--- config.mk ---
export PLATFORM = sky130hd
export DESIGN_NAME = mul_vector_seq
export DESIGN_NICKNAME = d
export VERILOG_FILES = /design/src/rtl/mul_vector_seq.sv
export SDC_FILE = /design/constraint.sdc
export NUM_CORES = 1
export LEC_CHECK = 0
export CORE_MARGIN = 4
export CORE_UTILIZATION = 56
export CTS_CLUSTER_DIAMETER = 150
export CTS_CLUSTER_SIZE = 16
export DETAILED_ROUTE_END_ITERATION = 7
export PLACE_DENSITY = 0.86
export SLEW_MARGIN = 40
export SYNTH_ARGS = -nofsm -noshare
export SYNTH_HDL_FRONTEND = slang
export SYNTH_SLANG_ARGS = --single-unit
--- constraint.sdc ---
create_clock -name clk -period 9 [get_ports clk]
set_clock_uncertainty 0.1 [all_clocks]
set_input_delay 0.9 -clock clk [delete_from_list [all_inputs] [get_ports clk]]
set_output_delay 0.9 -clock clk [all_outputs]
set_load 0.05 [all_outputs]
--- src/rtl/mul_vector_seq.sv ---
// Sequential limb-vector multiplier: one LIMB_W x LIMB_W partial product per cycle.
// Define MUL_VECTOR_SEQ_ROW_EN to add a whole operand row per cycle instead.
module mul_vector_seq #(
  parameter int LIMB_W    = 16,
  parameter int NUM_LIMBS = 2
) (
  input  logic                            clk,
  input  logic                            rst_n,
  input  logic                            in_valid,
  output logic                            in_ready,
  input  logic [NUM_LIMBS*LIMB_W-1:0]     a,
  input  logic [NUM_LIMBS*LIMB_W-1:0]     b,
  output logic                            out_valid,
  input  logic                            out_ready,
  output logic [2*NUM_LIMBS*LIMB_W-1:0]   y,
  output logic                            busy
);

  localparam int OPW = NUM_LIMBS * LIMB_W;
  localparam int YW  = 2 * OPW;
  localparam int IW  = (NUM_LIMBS > 1) ? $clog2(NUM_LIMBS) : 1;
  localparam logic [IW-1:0] LAST = IW'(NUM_LIMBS - 1);

  if (NUM_LIMBS < 1 || LIMB_W < 1) begin : g_bad_params
    $error("mul_vector_seq: NUM_LIMBS and LIMB_W must both be at least 1");
  end

  typedef enum logic [1:0] {IDLE, MUL, DONE} state_t;

  state_t          state, state_nxt;
  logic [OPW-1:0]  a_q, b_q;
  logic [YW-1:0]   acc, y_q, term, sum;
  logic [IW-1:0]   j_q;
  logic [LIMB_W-1:0] b_limb;
  logic            last_step;

  assign b_limb = LIMB_W'(b_q >> (32'(j_q) * LIMB_W));

`ifdef MUL_VECTOR_SEQ_ROW_EN
  logic [OPW+LIMB_W-1:0] row;

  // Whole row A * b_j lands at limb offset j; the last row finishes the product.
  always_comb begin
    row       = (OPW+LIMB_W)'(a_q) * (OPW+LIMB_W)'(b_limb);
    term      = YW'(row) << (32'(j_q) * LIMB_W);
    last_step = (j_q == LAST);
  end
`else
  logic [IW-1:0]       i_q;
  logic [LIMB_W-1:0]   a_limb;
  logic [2*LIMB_W-1:0] pp;

  // Single partial product a_i * b_j lands at limb offset i+j.
  always_comb begin
    a_limb    = LIMB_W'(a_q >> (32'(i_q) * LIMB_W));
    pp        = (2*LIMB_W)'(a_limb) * (2*LIMB_W)'(b_limb);
    term      = YW'(pp) << ((32'(i_q) + 32'(j_q)) * LIMB_W);
    last_step = (i_q == LAST) && (j_q == LAST);
  end
`endif

  assign sum = acc + term;
  assign y   = y_q;

  always_ff @(posedge clk or negedge rst_n) begin
    if (!rst_n) state <= IDLE;
    else        state <= state_nxt;
  end

  always_comb begin
    state_nxt = state;
    in_ready  = 1'b0;
    out_valid = 1'b0;
    busy      = 1'b0;
    case (state)
      IDLE: begin
        in_ready = 1'b1;
        if (in_valid) state_nxt = MUL;
      end
      MUL: begin
        busy = 1'b1;
        if (last_step) state_nxt = DONE;
      end
      DONE: begin
        out_valid = 1'b1;
        if (out_ready) state_nxt = IDLE;
      end
      default: state_nxt = IDLE;
    endcase
  end

  // Operands are captured at accept so later input changes cannot disturb the result.
  always_ff @(posedge clk or negedge rst_n) begin
    if (!rst_n) begin
      a_q <= '0;
      b_q <= '0;
      acc <= '0;
      y_q <= '0;
      j_q <= '0;
`ifndef MUL_VECTOR_SEQ_ROW_EN
      i_q <= '0;
`endif
    end else begin
      case (state)
        IDLE: begin
          if (in_valid) begin
            a_q <= a;
            b_q <= b;
            acc <= '0;
            j_q <= '0;
`ifndef MUL_VECTOR_SEQ_ROW_EN
            i_q <= '0;
`endif
          end
        end
        MUL: begin
          acc <= sum;
          if (last_step) y_q <= sum;
          if (j_q == LAST) begin
            j_q <= '0;
`ifndef MUL_VECTOR_SEQ_ROW_EN
            i_q <= i_q + 1'b1;
`endif
          end else begin
            j_q <= j_q + 1'b1;
          end
        end
        default: ;
      endcase
    end
  end

endmodule

==> impl_results.md <==
- Status: finished, violations left
- Failing checks: negative setup slack
- Ant diodes: 0
- Worst R2R Path Depth: 39
- Gp weighted congestion: 1.034
- Synth Area in XOR/XNOR: 0.03789
- Max Fclk: 0.1075 GHz
- Worst hold slack: 319.8 ps
- Mean Syn Cell Area: 8.407 µm²
- Number of buffers added on ports: 134
- Critical Path Max Stage Delay: 590 ps
- First-pass GRT wire length: 106600 µm
- Share of flip-flops with an asynchronous set or reset: 1.000
- Root Buffer Master: clkbuf_16
- Share of layout cells above drive strength 1: 0.2157
- Post-route cell area: 0.02669 mm²
- Initial DRC count: 1857
- Vias: 19630
- Hold_buf cts: 0
- Post-Synth Adder-Cell Area: 0.2919
- Rows: 69
- Area leader, netlist: dfrtp_1
- H-tree depth: 4
- Drt wl/cell: 21.15 µm
- CTS buffer count: 17
- Number of synthesis warnings: 0
- HPWL after detailed placement: 53600 µm
- Post-synthesis simple-gate area fraction: 0.1850
- Pre-CTS WS: -613.8 ps
- Fill count: 2620
- Startpoint Class: register
- Critical R2R Capture: acc[57]$_DFFE_PN0P_
- Chip Width: 199.7 µm
- Crit Path Category: register to register
- Crit path max fanout: 7
- Die area: 0.03987 mm²
- Residual DRC: 0
- Mux cell area share after synthesis: 0.03442
- EDFF count, synth: 0
- Slew HR: 0.4312
- Worst r2r src: i_q$_DFFE_PN0P_
- Initial antenna violation count: 1
- Mapped Cells: 2447
- Clock Pin Slew Worst Setup and Hold Paths: 70 ps
- Largest family of logic cells by synthesized area: adder cells
- Area of the core: 0.03591 mm²
- Seq/Total Area, Yosys: 0.2384
- Vias in the first global route: 19950
- Longest Clk Path Bufs: 2
- Setup Viol. Count Final: 43
- Syn Nets: 2878
- Post-route ant nets: 0
- Netlist Area Pre-Place: 0.02057 mm²
- Final #Nets: 3257
- Area occupied by registers: 0.004907 mm²
- Nature of the critical path endpoint: register
- Min setup slack post-route: -304.7 ps
- Synth Area in Compound Gates: 0.1421
- Placed cells: 3236
- Synth top area share: 0.2384
- RSZ-0062 raised after global routing: yes
- Final hold vios: 0
- Tcrit/Tclk final: 1.034
- Arrival @ worst endpoint: 9560 ps
- Routed WL: 69760 µm
- Placed Area: 0.02450 mm²
- DR vias/cell: 5.951
- DR pass1 iterations: 5
- Final Max Tran Viols: 0
- Synth cell types: 80
- Tot GR Track Use: 0.3436
- Top_reg_cell synth: dfrtp_1
- Chip height: 199.7 µm
- Post-layout minimum cycle time: 9305 ps
- CTS tree: built
- I/O pin count: 135
- Worst-margin pin slew: 850.1 ps
- Min-Delay Path Class: input port to asynchronous set/reset pin
- Slowest cell on crit path: fa_1
- Total gr overflow: 0
- Worst-Skew Late Latency: 480 ps
- #FFs+latches synth: 196
- Clock sinks: 196
- Layout Cells excl Fill: 3298
- Largest net degree at the start of global routing: 112
- Req. time, crit path: 9250 ps
- Maxcap violations: 0
- Starting Density: 0.5728
- Top post-synthesis cells by area: dfrtp_1 24%, fa_1 19%, ha_1 10%
- FF-to-FF setup slack: -300 ps
- Layout area overhead: 29.75%
- Most used cell, CP: fa_1
- Footprint of the multi-input gates: 0.01550 mm²
-- worst max path at each step --
stage,cells past startpoint,to,from,slack [ps]
2_1_floorplan,37,acc[63]$_DFFE_PN0P_,j_q$_DFFE_PN0P_,0.2
3_3_place_gp,36,acc[63]$_DFFE_PN0P_,j_q$_DFFE_PN0P_,-480
3_5_place_dp,36,y[61]$_DFFE_PN0P_,j_q$_DFFE_PN0P_,-610
4_1_cts,36,y[60]$_DFFE_PN0P_,i_q$_DFFE_PN0P_,-90
5_1_grt,38,acc[63]$_DFFE_PN0P_,j_q$_DFFE_PN0P_,-590
6_report,39,acc[57]$_DFFE_PN0P_,i_q$_DFFE_PN0P_,-300
-- cells in the mapped netlist, types with 12 or more instances --
library cell,count
o31ai_1,13
nand2b_1,16
o21bai_1,17
mux2_2,30
clkbuf_1,103
dfrtp_1,196
inv_1,253
fa_1,195
and2_1,26
o21ai_0,171
nand4_1,32
nand2_1,478
a21o_1,54
a21oi_1,107
nor2_1,188
o22ai_1,12
ha_1,168
xnor2_1,54
xor2_1,35
nand3_1,86
nor3_1,24
mux2i_1,37
-- flip-flops by register name, indices dropped and copies added (netlist names) --
signal	flops
y	64
j_q	1
state	2
b_q	32
acc	64
i_q	1
a_q	32
-- cell usage in the layout (no fill, tap or decap), types with 24 or more instances in the layout --
master / n
nand2_1: 465
buf_4: 309
inv_1: 248
dfrtp_1: 194
fa_1: 186
nor2_1: 179
ha_1: 154
clkdlybuf4s50_1: 133
o21ai_0: 126
nand3_1: 81
a21oi_1: 79
a21o_1: 54
o21ai_1: 45
xnor2_1: 38
nand4_1: 32
xor2_1: 26
buf_6: 26
a21oi_2: 24
-- critical path, delay by kind of cell, from the launching register on --
kind	cells	cell delay (ps)
AO/OA/AOI/OAI	11	2280
XOR/XNOR	1	190
adder cells (fa/ha/maj)	8	3530
buffers and inverters	9	860
flip-flops	1	480
multiplexers	2	360
AND/OR/NAND/NOR	8	1370
-- metal layers --
layer | track usage | share of wire | up-vias | routed length (µm)
li1 | - | - | 8848 | -
met1 | 0.4606 | 0.40 | 9716 | 27830
met2 | 0.5628 | 0.47 | 881 | 33130
met3 | 0.08211 | 0.093 | 178 | 6483
met4 | 0.09635 | 0.033 | 2 | 2307
met5 | 0 | 0.00019 | - | 13
-- cell type report --
type / count / area share
sequential: 196 / 0.1838
inverter: 254 / 0.03572
tap: 461 / 0.02161
timing repair buffer: 480 / 0.1575
multi-input combinational: 1877 / 0.5807
clock buffer: 24 / 0.01880
clock inverter: 6 / 0.001781
-- per-stage QoR --
stage / utilization / setup TNS, ps
floorplan: - / 0
global placement: 0.6820 / -13980
detailed placement: 0.6822 / -23360
CTS: 0.7145 / -556.9
global route: 0.7432 / -17200
finish: 0.7432 / -5266
-- cells by family after synthesis --
group | count (synthesis)
simple gates | 891
compound gates | 467
flops | 196
xor+xnor | 89
mux | 67
buf+inv | 374
fa+ha+maj | 363
-- timing repair --
action / in CTS / in global routing
pin swaps: 39 / 105
resized for setup: 95 / 199
buffers inserted: 13 / 18
gates cloned: 3 / 2
endpoints found under the setup margin: 73 / 78
Power is not shown: default switching activity piles up to over one toggle a cycle in this logic, so the estimate is an artifact.
